--- src/rtl/mult_pkg.sv ---
// mult_pkg: shared types and defaults for the sequential Booth multiplier
package mult_pkg;
    localparam int DEFAULT_WIDTH = 8;
    typedef enum logic [1:0] {IDLE, CALC, DONE} state_t;
    typedef enum logic [1:0] {NOP, ADD, SUB} booth_op_t;
endpackage

--- src/rtl/n_bit_adder.sv ---
// n_bit_adder: N-bit adder with carry in and carry out
module n_bit_adder #(
    parameter int N = 9
) (
    input  logic [N-1:0] A,
    input  logic [N-1:0] B,
    input  logic         Cin,
    output logic [N-1:0] Sum,
    output logic         Cout
);
    assign {Cout, Sum} = {1'b0, A} + {1'b0, B} + (N+1)'(Cin);
endmodule

--- src/rtl/booth_seq_multiplier.sv ---
// booth_seq_multiplier: radix-2 Booth sequential multiplier, signed or unsigned operands
module booth_seq_multiplier
    import mult_pkg::*;
#(
    parameter int WIDTH = DEFAULT_WIDTH
) (
    input  logic               clk,
    input  logic               rst,
    input  logic               start,
    input  logic               signed_mode,
    input  logic [WIDTH-1:0]   A,
    input  logic [WIDTH-1:0]   B,
    output logic               busy,
    output logic               done,
    output logic [2*WIDTH-1:0] product
);
    localparam int CW = $clog2(WIDTH + 2);
    state_t        state;
    booth_op_t     op;
    logic [CW-1:0] cnt;
    logic [WIDTH:0] acc, m, q, addend, sum, sel;
    logic          q_1, unused_cout;

    // recode the current multiplier bit pair and pick the accumulator update
    always_comb begin
        case ({q[0], q_1})
            2'b10:   op = SUB;
            2'b01:   op = ADD;
            default: op = NOP;
        endcase
        addend = op == SUB ? ~m : m;
        sel = op == NOP ? acc : sum;
    end

    n_bit_adder #(.N(WIDTH + 1)) u_add (
        .A(acc),
        .B(addend),
        .Cin(op == SUB),
        .Sum(sum),
        .Cout(unused_cout)
    );

    // FSM, shift datapath and registered status/product outputs
    always_ff @(posedge clk) begin
        if (rst) begin
            state <= IDLE;
            cnt <= '0;
            acc <= '0;
            m <= '0;
            q <= '0;
            q_1 <= 1'b0;
            busy <= 1'b0;
            done <= 1'b0;
            product <= '0;
        end else begin
            busy <= state == CALC;
            done <= state == DONE;
            if (state == DONE) product <= {acc[WIDTH-2:0], q};
            case (state)
                CALC: begin
                    acc <= {sel[WIDTH], sel[WIDTH:1]};
                    q <= {sel[0], q[WIDTH:1]};
                    q_1 <= q[0];
                    cnt <= cnt + 1'b1;
                    if (cnt == CW'(WIDTH)) state <= DONE;
                end
                default: begin
                    if (start) begin
                        m <= {signed_mode & A[WIDTH-1], A};
                        q <= {signed_mode & B[WIDTH-1], B};
                        acc <= '0;
                        q_1 <= 1'b0;
                        cnt <= '0;
                        state <= CALC;
                    end else if (state == DONE) begin
                        state <= IDLE;
                    end
                end
            endcase
        end
    end
endmodule

--- config.mk ---
export PLATFORM = sky130hd
export DESIGN_NAME = booth_seq_multiplier
export DESIGN_NICKNAME = d
export VERILOG_FILES = /design/src/rtl/mult_pkg.sv /design/src/rtl/n_bit_adder.sv /design/src/rtl/booth_seq_multiplier.sv
export SDC_FILE = /design/constraint.sdc
export NUM_CORES = 1
export LEC_CHECK = 0
export CORE_MARGIN = 8
export CORE_UTILIZATION = 25
export CTS_BUF_LIST = sky130_fd_sc_hd__clkbuf_8 sky130_fd_sc_hd__clkbuf_16
export DETAILED_ROUTE_END_ITERATION = 7
export DONT_BUFFER_PORTS = 1
export PLACE_DENSITY = 0.38
export SETUP_SLACK_MARGIN = 0.02
export SYNTH_ARGS = -nofsm -noshare
export SYNTH_HDL_FRONTEND = slang
export SYNTH_SLANG_ARGS = --single-unit
export TNS_END_PERCENT = 10
--- constraint.sdc ---
create_clock -name clk -period 3.48 [get_ports clk]
set_input_delay 0.696 -clock clk [delete_from_list [all_inputs] [get_ports clk]]
set_output_delay 0.696 -clock clk [all_outputs]
set_load 0.05 [all_outputs]
Yosys cells after proc, flatten, opt, wreduce, memory -nomap -nowiden. Cells that the tools add are included.

Bits in registers: 52. Bits of input ports: 20. Output and inout bits: 18.

Reductions and logical operators: 5. Equality and inequality tests: 7. Add/subtract/negate cells: 3. Bitwise gates (word level): 4. Multiplexer cells: 15.

Operator list (number): 2-to-1 mux 9 bit (6); adder 9 x 1 -> 9 bit (1); adder 9 bit (1); NOT 9 bit (1); 2-to-1 mux 2 bit (4); 2-to-1 mux 4 bit (2); equality test 2 bit (second input constant) (3); adder 4 x 1 -> 4 bit (second input constant) (1); equality test 2 x 1 -> 1 bit (second input constant) (2); equality test 4 bit (second input constant) (1); one-hot mux 2 bit (2 select lines) (1); AND reduction 2 bit (2); nonzero test 3 bit (1); AND 1 bit (2); logical NOT 2 bit (1); 2-to-1 mux 1 bit (2); != test 2 x 1 -> 1 bit (second input constant) (1); nonzero test 2 bit (1); NOT 1 bit (1).

Depth between registers and ports, before layout. Gate-level depths: netlist of run 1.

Depth after elaboration: 8. Depth in mapped cells: 10. Gate-level depth less buffers: 9.

Hierarchy. A second synthesis of run 1 with hierarchy kept.

Cells, all modules: 302. Area total of the unflattened synthesis: 2611.3 um^2.

Modules (own cells, without submodules): booth_seq_multiplier (instances 1, cells each 253, area each 2235.9 um^2); n_bit_adder (instances 1, cells each 49, area each 375.4 um^2).

Worst setup path after synthesis of run 1. No wires, ideal clock.

Path type: register to register. Start point: reg q_1. End point: reg acc[6]. Stages on the path, launching flop included: 11. Path slack: 1.336 ns. Setup time: 0.086 ns. Data arrival time: 2.058 ns. Required time: 3.394 ns. Path through: dfxtp_1 -> inv_1 -> ha_1 -> buf_6 -> xor2_1 -> ha_1 -> a21o_1 -> a221o_1 -> a31oi_4 -> xor2_1 -> a211oi_1.

Cells in the longest elaborated chain, start to end: 8. Elaborated cells on any way between the ends: 10. Classes of those cells: add/sub: 2; eq/ne: 3; mux: 4; reduce/logical: 1.

RTL lines: start: declaration (line booth_seq_multiplier.sv:22) `logic q_1, unused_cout;`; start signal: assignment (line booth_seq_multiplier.sv:63) `q_1 <= q[0];`; equality test 2 x 1 -> 1 bit or equality test 2 bit (tied branches) (line booth_seq_multiplier.sv:26) `case ({q[0], q_1})`; one-hot mux 2 bit (2 select lines) * (line booth_seq_multiplier.sv:26); equality test 2 bit (line booth_seq_multiplier.sv:31, booth_seq_multiplier.sv:38); 2-to-1 mux 9 bit (line booth_seq_multiplier.sv:31) `addend = op == SUB ? ~m : m;`; adder 9 bit (line n_bit_adder.sv:11) `assign {Cout, Sum} = {1'b0, A} + {1'b0, B} + (N+1)'(Cin);`; adder 9 x 1 -> 9 bit (line n_bit_adder.sv:11); 2-to-1 mux 9 bit * (line booth_seq_multiplier.sv:32) `sel = op == NOP ? acc : sum;`; 2-to-1 mux 9 bit * (line booth_seq_multiplier.sv:59) `case (state)`; end signal: assignment (line booth_seq_multiplier.sv:61) `acc <= {sel[WIDTH], sel[WIDTH:1]};`; end: declaration (line booth_seq_multiplier.sv:21) `logic [WIDTH:0] acc, m, q, addend, sum, sel;`.

Mark *: on every way between the ends. The rest lies on a longest branch, timed or not. A chain may end at the register's enable or synchronous reset.

Worst setup path after layout of run 1.
Start point: reg q[0]. End point: reg acc[6].

Cells in the longest elaborated chain, start to end: 8. Elaborated cells on any way between the ends: 10. Classes of those cells: add/sub: 2; eq/ne: 3; mux: 4; reduce/logical: 1.

RTL lines: start: declaration (line booth_seq_multiplier.sv:21); start signal: assignment (line booth_seq_multiplier.sv:62) `q <= {sel[0], q[WIDTH:1]};`; start signal: assignment (line booth_seq_multiplier.sv:70) `q <= {signed_mode & B[WIDTH-1], B};`; equality test 2 x 1 -> 1 bit or equality test 2 bit (tied branches) (line booth_seq_multiplier.sv:26); one-hot mux 2 bit (2 select lines) * (line booth_seq_multiplier.sv:26); equality test 2 bit (line booth_seq_multiplier.sv:31, booth_seq_multiplier.sv:38); 2-to-1 mux 9 bit (line booth_seq_multiplier.sv:31); adder 9 bit (line n_bit_adder.sv:11); adder 9 x 1 -> 9 bit (line n_bit_adder.sv:11); 2-to-1 mux 9 bit * (line booth_seq_multiplier.sv:32); 2-to-1 mux 9 bit * (line booth_seq_multiplier.sv:59).

Marks and branches as above.

==> results of run 1 <==
final cells by class:
class	instances	area (um^2)
clock buffers	5	68.8
well taps	133	166
inverters	7	26.3
repair buffers	3	22.5
multi-input cells	216	1320
fillers	1084	7000
flip-flops and latches	51	1020
clock inverters	2	13.8
state kept, by name, summed over array words and instances (netlist names):
register / cells
acc: 8
busy: 1
cnt: 4
done: 1
m: 9
product: 16
q: 9
q_1: 1
state: 2
per-layer routing:
| metal | vias up | GRT usage | wire (um) |
|---|---|---|---|
| met5 | - | 0 | 0 |
| li1 | 982 | - | - |
| met4 | 0 | 0.0342 | 87 |
| met1 | 871 | 0.123 | 3090 |
| met2 | 25 | 0.154 | 2780 |
| met3 | 5 | 0.0252 | 283 |
worst reg2reg max path, stage by stage, from the launching register on:
cell	delay (ns)
dfxtp_1	0.39
ha_1	0.49
xor2_1	0.14
ha_1	0.35
a21o_1	0.22
a221o_1	0.35
a31oi_4	0.15
xor2_1	0.08
a211oi_1	0.22
logic make-up (layout without fill, tap and decap cells):
group                    Yosys count  count (layout)
flip-flops                        51              51
adder cells (fa/ha/maj)           11              11
AO/OA/AOI/OAI                     79              79
buffers and inverters             24              17
multiplexers                      11              11
AND/OR/NAND/NOR                  100             100
XOR/XNOR                          15              15
where the power goes:
part / switching [W] / leakage (nW) / internal, W
registers: 0.0000241 / 0.416 / 0.000606
logic: 0.0000907 / 0.521 / 0.0000683
clock network: 0.000205 / 0.0440 / 0.000138
total: 0.000320 / 0.980 / 0.000813
path summary, 6_finish.rpt:
| check | start | to | slack, ns | cells after the start |
|---|---|---|---|---|
| min | rst | acc[5] | 0.47 | 1 |
| max | q[0] | acc[6] | 1.02 | 8 |
| max reg2reg | q[0] | acc[6] | 1.02 | 8 |
| min reg2reg | m[8] | m[8] | 0.47 | 2 |
synthesized netlist by cell type, types with 2 or more instances:
master	count	area share
buf_2	6	0.012
nor2b_1	3	0.0077
xor2_1	10	0.036
nand3_1	8	0.016
o21a_1	2	0.0061
dfxtp_1	51	0.42
mux2i_1	10	0.041
a211oi_1	15	0.046
a21o_1	5	0.015
nor3_1	2	0.0041
nand2b_1	2	0.0051
ha_1	10	0.051
clkbuf_1	10	0.015
nand3b_1	2	0.0061
inv_1	6	0.0092
o21ai_0	3	0.0061
xnor2_1	5	0.018
a21oi_1	48	0.098
and2_1	3	0.0077
nor2_1	17	0.026
nand2_1	58	0.089
metrics by stage:
stage                     utilization  power [W]
after detailed placement        0.265   0.000804
after global routing            0.274    0.00120
after global placement          0.265   0.000802
after CTS                       0.274    0.00116
after floorplan                     -   0.000779
final                           0.274    0.00113
cells in the final DEF, fill, tap and decap left out, drive strengths merged, types with 6 or more instances in the layout:
| cell | n |
|---|---|
| inv | 6 |
| ha | 10 |
| nand3 | 8 |
| mux2i | 10 |
| dfxtp | 51 |
| nand2 | 58 |
| a211oi | 16 |
| xor2 | 10 |
| nor2 | 18 |
| a21oi | 48 |
==> results_dict.tcl, run 1 <==
set metrics [dict create \
    final_cells 417 \
    timing.final.max_slew_violations 0 \
    insertedDiodeCount 0 \
    fmax_mhz 407 \
    syn_nets 322 \
    ir_drop_v 0.000157 \
    clkLatencyLatePin_ns 0.31 \
    clock_skew_ns 0.0115 \
    slew_headroom 0.488 \
    antenna_found_initial 0 \
    grt_use_total 0.0965 \
    setup_slack_ns 1.02 \
    tightest_slew_ns 0.768 \
    yosysSeqAreaShare 0.417 \
    grt_remaining_overflow 0 \
    dp_cells 410 \
    netlist_area_mm2 0.00245 \
    pre_cts_ws_ns 1.01 \
    leakagePower_nw 0.980 \
    dieArea_mm2 0.0132 \
    cts_sinks 51 \
    numCtsBuffers 5 \
    path_clk_slew_ns 0.09 \
    fin_tns_setup_ns 0 \
    setup_viol 0 \
    synth-main-ff-cell "dfxtp_1" \
    die_y_um 115 \
    gp_congestion 0.811 \
    yosysWarnings 0 \
    clk_path_buf_depth 2 \
    drc 0 \
    synth_compound_area_frac 0.203 \
    crit_required_ns 3.70 \
    drt_wl_total_mm 6.24 \
    final_cell_area_mm2 0.00264 \
    min_period_over_period 0.706 \
    cpPeakStageDelay_ns 0.49 \
    cts_hold_buf 0 \
    ant_nets 0 \
    post_route_cells_drive_above_1_share 0.0528 \
    numPortBuffers 0 \
    synth-xor-area-share 0.0537 \
    nNetsFinal 315 \
    synthMuxAreaShare 0.0470 \
    post_drt_via_cell_ratio 4.52 \
    area.growth.synth_to_final_pct 7.87 \
    hold_slack_ns 0.468 \
    critPathSlowestCell "ha_1" \
    drtIter0Drc 121 \
    grt_max_degree 52 \
    hold_viol 0 \
    synth_top_family_by_area "compound AO/OA/AOI/OAI gates" \
    syn_inst 291 \
    grt_pass1_vias 1929 \
    placed_cell_area_mm2 0.00256 \
    worstSetupEndpointType "flip-flop" \
    root_buffer "clkbuf_8" \
    hp-class "input port to flip-flop" \
    synth.lib_cells_used.distinct 36 \
    cts_htree_levels 2 \
    synth-simple-area-share 0.177 \
    start_util 0.254 \
    status "complete, no violations" \
    worst-path-buf-inv 0 \
    critPathKind "flip-flop to flip-flop" \
    avgSynthCellArea_um2 8.41 \
    cp_cell_sequence "ha_1 > xor2_1 > ha_1 > a21o_1 > a221o_1 > a31oi_4 > xor2_1 > a211oi_1" \
    synth_fa_ha_area_frac 0.0593 \
    die_x_um 115 \
    synth-edff-count 0 \
    synthArstFlopShare 0 \
    rows 36 \
    cp_max_fo 9 \
    p_per_area_mw_per_mm2 429 \
    wl_per_cell_um 15.0 \
    critPathLaunchType "flip-flop" \
    synth-seq-cells 51 \
    coreArea_mm2 0.00964 \
    ios 38 \
    cpLargestDelayFamily "compound AO/OA/AOI/OAI gates" \
    cp_data_arrival_time_ns 2.68 \
    post_cts_resized 0 \
    grt_pass1_wl_mm 10.0 \
    rsz0062_at_grt "no" \
    drt_pass1_iterations 4 \
    fin_crit_ns 2.46 \
    cts_tree "built" \
    vias 1883 \
    dp_hpwl_mm 4.34 \
    max-cap-violations 0 \
    post_cts_buffers 0 \
]
Power figures use the tool's default switching activity.
==> run 2, diff against run 1 <==
==> constraint.sdc (replaced) <==
create_clock -name clk -period 2.6 [get_ports clk]
set_input_delay 0.52 -clock clk [delete_from_list [all_inputs] [get_ports clk]]
set_output_delay 0.52 -clock clk [all_outputs]
set_load 0.05 [all_outputs]
==> run 2 against run 1 <==
  * Hold slack lost 0.19 ns
  * First-iteration DRC count shrank 36%
  * Register-to-register slack got worse by 0.72 ns
  * Combinational power grew 37%
  * Setup slack got worse by 0.72 ns
  * Final area rose by 1.8%
  * Global-route usage is 0.073 points lower
  * Largest cell class unchanged
  * Highest routed layer unchanged
==> results_dict.tcl, run 2 (synthesized netlist as in run 1, its figures left out) <==
set metrics [dict create \
    dp_hpwl_mm 4.30 \
    top_usage_layer "met2" \
    post_cts_buffers 0 \
    ios 38 \
    grt_remaining_overflow 0 \
    die_y_um 115 \
    numCtsBuffers 5 \
    root_buffer "clkbuf_8" \
    crit_end "acc[6]" \
    drc 0 \
    drt_wl_total_mm 6.05 \
    gp_congestion 0.788 \
    critPathLaunchType "flip-flop" \
    post_cts_resized 0 \
    drtIter0Drc 78 \
    vias 1920 \
    ant_nets 0 \
    path_clk_slew_ns 0.09 \
    post_drt_via_cell_ratio 4.57 \
    rsz0062_at_grt "no" \
    use_met3 0.0263 \
    nNetsFinal 318 \
    cts_tree "built" \
    layout_commonest_cell "nand2_1" \
    cts_sinks 51 \
    timing.final.max_slew_violations 0 \
    antenna_found_initial 0 \
    post-route-util 0.279 \
    setup_viol 0 \
    p_per_area_mw_per_mm2 601 \
    hp-class "input port to flip-flop" \
    tightest_slew_ns 0.685 \
    fin_tns_setup_ns 0 \
    slew_headroom 0.543 \
    area.growth.synth_to_final_pct 9.76 \
    critPathSlowestCell "dfxtp_1" \
    final_cell_mix "58 x nand2_1, 51 x dfxtp_1, 48 x a21oi_1" \
    fmax_mhz 435 \
    crit_required_ns 2.83 \
    reg2reg_setup_slack_ns 0.30 \
    grt_use_total 0.0957 \
    start_util 0.254 \
    clock_skew_ns 0.00485 \
    dieArea_mm2 0.0132 \
    min_period_over_period 0.884 \
    r2r_cells 10 \
    hold_viol 0 \
    grt_pass1_vias 1901 \
    wl_per_cell_um 14.4 \
    crit_start "q_1" \
    insertedDiodeCount 0 \
    cts_hold_buf 0 \
    status "complete, no violations" \
    r2r-end "acc[6]" \
    cts_htree_levels 2 \
    coreArea_mm2 0.00964 \
    die_x_um 115 \
    fin_crit_ns 2.30 \
    grt_pass1_wl_mm 9.98 \
    leakagePower_nw 1.00 \
    rows 36 \
    drt_pass1_iterations 4 \
    clkLatencyLatePin_ns 0.31 \
    cp_data_arrival_time_ns 2.52 \
    worstSetupEndpointType "flip-flop" \
    critPathKind "flip-flop to flip-flop" \
    grtUsageMet2 0.143 \
    largest_reg_flops 16 \
    cpPeakStageDelay_ns 0.34 \
    top_register "product" \
    grtUsageMet1 0.126 \
    numPortBuffers 0 \
    cp_cell_sequence "inv_1 > ha_1 > buf_4 > xor2_1 > ha_1 > and2_1 > a221o_1 > a31oi_4 > xor2_1 > a211oi_1" \
    reg2reg_from "q_1" \
    max-cap-violations 0 \
    largest_registers "product x16, m x9, q x9" \
    post_route_cells_drive_above_1_share 0.0627 \
    clk_path_buf_depth 2 \
    ir_drop_v 0.000225 \
    cp_max_fo 9 \
    grt_max_degree 52 \
]
## run 2: cell count changes in the layout (fill, tap and decap cells not counted), sizes merged
cell      previous run  this run
buf                  3         6
clkinv               3         1
clkinvlp             0         1
bufinv               0         1
## run 2: metrics by stage
stage          worst slack, ns  power (W)  cell area (um^2)  instances  hold slack [ns]
2_1_floorplan            0.456    0.00104              2450        291            0.444
3_3_place_gp             0.364    0.00108              2580        413            0.451
3_5_place_dp             0.309    0.00108              2580        413            0.457
4_1_cts                  0.283    0.00165              2690        420            0.256
5_1_grt                  0.153    0.00171              2690        420            0.250
6_report                 0.302    0.00161              2690        420            0.275
## run 2: critical path, delay by kind of cell (launching register included)
family,cells,cell delay (ns)
compound gates,3,0.70
simple gates,1,0.22
flops,1,0.34
buf+inv,2,0.23
fa+ha+maj,2,0.50
xor+xnor,2,0.24
## run 2: metal layers
layer / vias up / routed length, um
met5: - / 0
met4: 0 / 79
met3: 5 / 312
met2: 33 / 2680
met1: 897 / 2970
li1: 985 / -
## run 2: worst min path at each step
stage,cells after the start,slack (ns),start,end
finish,1,0.27,rst,m[4]
global route,1,0.25,rst,m[4]
CTS,1,0.26,rst,m[0]
detailed placement,2,0.46,m[8],m[8]
global placement,2,0.45,q_1,q_1
floorplan,2,0.44,m[8],m[8]
## run 2: cell type report
| cell class | count | area, um^2 |
|---|---|---|
| fill | 1103 | 6950 |
| multi-input combinational | 216 | 1320 |
| sequential | 51 | 1020 |
| tap | 133 | 166 |
| clock buffer | 5 | 68.8 |
| timing repair buffer | 6 | 45.0 |
| clock inverter | 2 | 37.5 |
| inverter | 7 | 26.3 |
## run 2: power by group
group	leakage, nW	switching, W	internal (W)
clock	0.0502	0.000274	0.000282
combinational	0.536	0.000123	0.0000952
sequential	0.416	0.0000305	0.000811
total	1.00	0.000427	0.00119
==> run 3, diff against run 2 <==
--- a/config.mk
+++ b/config.mk
@@ -5,12 +5,12 @@
 export SDC_FILE = /design/constraint.sdc
 export NUM_CORES = 1
 export LEC_CHECK = 0
+export BUFFER_PORTS_ARGS = -buffer_cell sky130_fd_sc_hd__buf_4
 export CORE_MARGIN = 8
 export CORE_UTILIZATION = 25
 export CTS_BUF_LIST = sky130_fd_sc_hd__clkbuf_8 sky130_fd_sc_hd__clkbuf_16
 export DETAILED_ROUTE_END_ITERATION = 7
-export DONT_BUFFER_PORTS = 1
-export PLACE_DENSITY = 0.38
+export PLACE_DENSITY = 0.42
 export SETUP_SLACK_MARGIN = 0.02
 export SYNTH_ARGS = -nofsm -noshare
 export SYNTH_HDL_FRONTEND = slang
==> run 3 against run 2 <==
  * Clock power down 18%
  * Final area up 9.5%
  * Non-clock buffer count up 37
  * First-iteration DRC count up 5.1%
  * Combinational power up 20%
  * Clock-buffer cell count unchanged
  * Total power down 3.5%
  * Sequential cell count unchanged
  * Register-to-register slack worse by 0.05 ns
  * Die area unchanged
  * Critical path type unchanged
  * Critical endpoint is now acc[7]
==> results_dict.tcl, run 3 (synthesized netlist as in run 1, its figures left out) <==
set metrics [dict create \
    hold_slack_ns 0.450 \
    dp_hpwl_mm 4.34 \
    top_register "product" \
    r2r-end "acc[7]" \
    min_period_over_period 0.903 \
    ios 38 \
    status "complete, no violations" \
    rows 36 \
    ir_drop_v 0.000234 \
    ant_nets 0 \
    max-cap-violations 0 \
    post_cts_buffers 0 \
    cts_htree_levels 2 \
    timing.final.max_slew_violations 0 \
    final_cell_area_mm2 0.00294 \
    post_route_cells_drive_above_1_share 0.169 \
    nFillCells 1083 \
    crit_required_ns 2.83 \
    die_y_um 115 \
    fin_crit_ns 2.35 \
    hold_depth 3 \
    grt_max_degree 52 \
    tightest_slew_ns 0.728 \
    r2r_cells 9 \
    dieArea_mm2 0.0132 \
    hold_viol 0 \
    numCtsBuffers 5 \
    critPathLaunchType "flip-flop" \
    final_cells 458 \
    critPathSlowestCell "ha_1" \
    p_per_area_mw_per_mm2 530 \
    cts_sinks 51 \
    cts_tree "built" \
    cp_cell_sequence "ha_1 > buf_4 > xor2_1 > ha_1 > nand3_1 > a211o_1 > a21o_1 > a21o_1 > a211oi_2" \
    worst-path-buf-inv 1 \
    hp-class "input port to flip-flop" \
    largest_registers "product x16, m x9, q x9" \
    drtIter0Drc 82 \
    fin_tns_setup_ns 0 \
    cpLargestDelayFamily "compound AO/OA/AOI/OAI gates" \
    slew_headroom 0.515 \
    nNetsFinal 355 \
    grt_pass1_vias 1978 \
    largest_reg_flops 16 \
    grt_remaining_overflow 0 \
    worstSetupEndpointType "flip-flop" \
    final_cell_mix "58 x nand2_1, 51 x dfxtp_1, 48 x a21oi_1" \
    clk_path_buf_depth 2 \
    insertedDiodeCount 0 \
    drt_pass1_iterations 4 \
    cpPeakStageDelay_ns 0.38 \
    antenna_found_initial 0 \
    reg2reg_from "q[0]" \
    setup_viol 0 \
    critPathKind "flip-flop to flip-flop" \
    wl_per_cell_um 13.3 \
    rsz0062_at_grt "no" \
    vias 2029 \
    dp_cells 450 \
    leakagePower_nw 1.19 \
    start_util 0.254 \
    gp_congestion 0.774 \
    cts_hold_buf 0 \
    drt_wl_total_mm 6.09 \
    hold-path-endpoint "m[0]" \
    cp_max_fo 9 \
    clkLatencyLatePin_ns 0.30 \
    post_drt_via_cell_ratio 4.43 \
    reg2reg_setup_slack_ns 0.25 \
    placed_cell_area_mm2 0.00286 \
    grt_pass1_wl_mm 10.0 \
    fmax_mhz 426 \
    clock_skew_ns 0.00832 \
    cp_data_arrival_time_ns 2.57 \
    coreArea_mm2 0.00964 \
    layout_commonest_cell "nand2_1" \
    numPortBuffers 37 \
    root_buffer "clkbuf_8" \
    hp-start "A[0]" \
    drc 0 \
    die_x_um 115 \
    area.growth.synth_to_final_pct 20.2 \
    path_clk_slew_ns 0.10 \
    grt_use_total 0.0939 \
    post_cts_resized 0 \
]
==> run 3: worst reg2reg max path: stages (launching register included) <==
cell	delay [ns]
dfxtp_1	0.36
ha_1	0.22
buf_4	0.18
xor2_1	0.16
ha_1	0.38
nand3_1	0.15
a211o_1	0.29
a21o_1	0.17
a21o_1	0.18
a211oi_2	0.19
==> run 3: area by class of cell <==
cell class                      count  area, um^2  share of cell area
Tap cell                          133         166              0.0565
Inverter                            7        26.3             0.00893
Clock buffer                        5        68.8              0.0234
Multi-Input combinational cell    216        1320               0.449
Timing Repair Buffer               43         323               0.110
Sequential cell                    51        1020               0.347
Clock inverter                      3        16.3             0.00553
==> run 3: worst max-delay path by stage <==
stage,startpoint,endpoint,cells past startpoint
after floorplan,q_1,acc[6],10
after global placement,q_1,acc[6],10
after detailed placement,q[0],acc[6],9
after CTS,q[0],acc[6],9
after global routing,q[0],acc[6],9
final,q[0],acc[7],9
==> run 3: layer usage <==
layer,track usage,routed length [um]
met2,0.141,2650
met3,0.0231,260
met1,0.129,3120
met5,0,0
met4,0.0289,53
==> run 3: per-stage QoR <==
stage / worst slack [ns] / utilization / power, W
4_1_cts: 0.241 / 0.305 / 0.00158
5_1_grt: 0.108 / 0.305 / 0.00165
6_report: 0.253 / 0.305 / 0.00156
3_5_place_dp: 0.273 / 0.296 / 0.00112
2_1_floorplan: 0.456 / - / 0.00104
3_3_place_gp: 0.347 / 0.296 / 0.00112
==> run 3: where the power goes <==
group | internal [W] | total [W] | leakage (nW) | switching [W]
Combinational | 0.000114 | 0.000262 | 0.725 | 0.000149
Clock | 0.000185 | 0.000457 | 0.0453 | 0.000272
Sequential | 0.000811 | 0.000839 | 0.416 | 0.0000281
Total | 0.00111 | 0.00156 | 1.19 | 0.000449
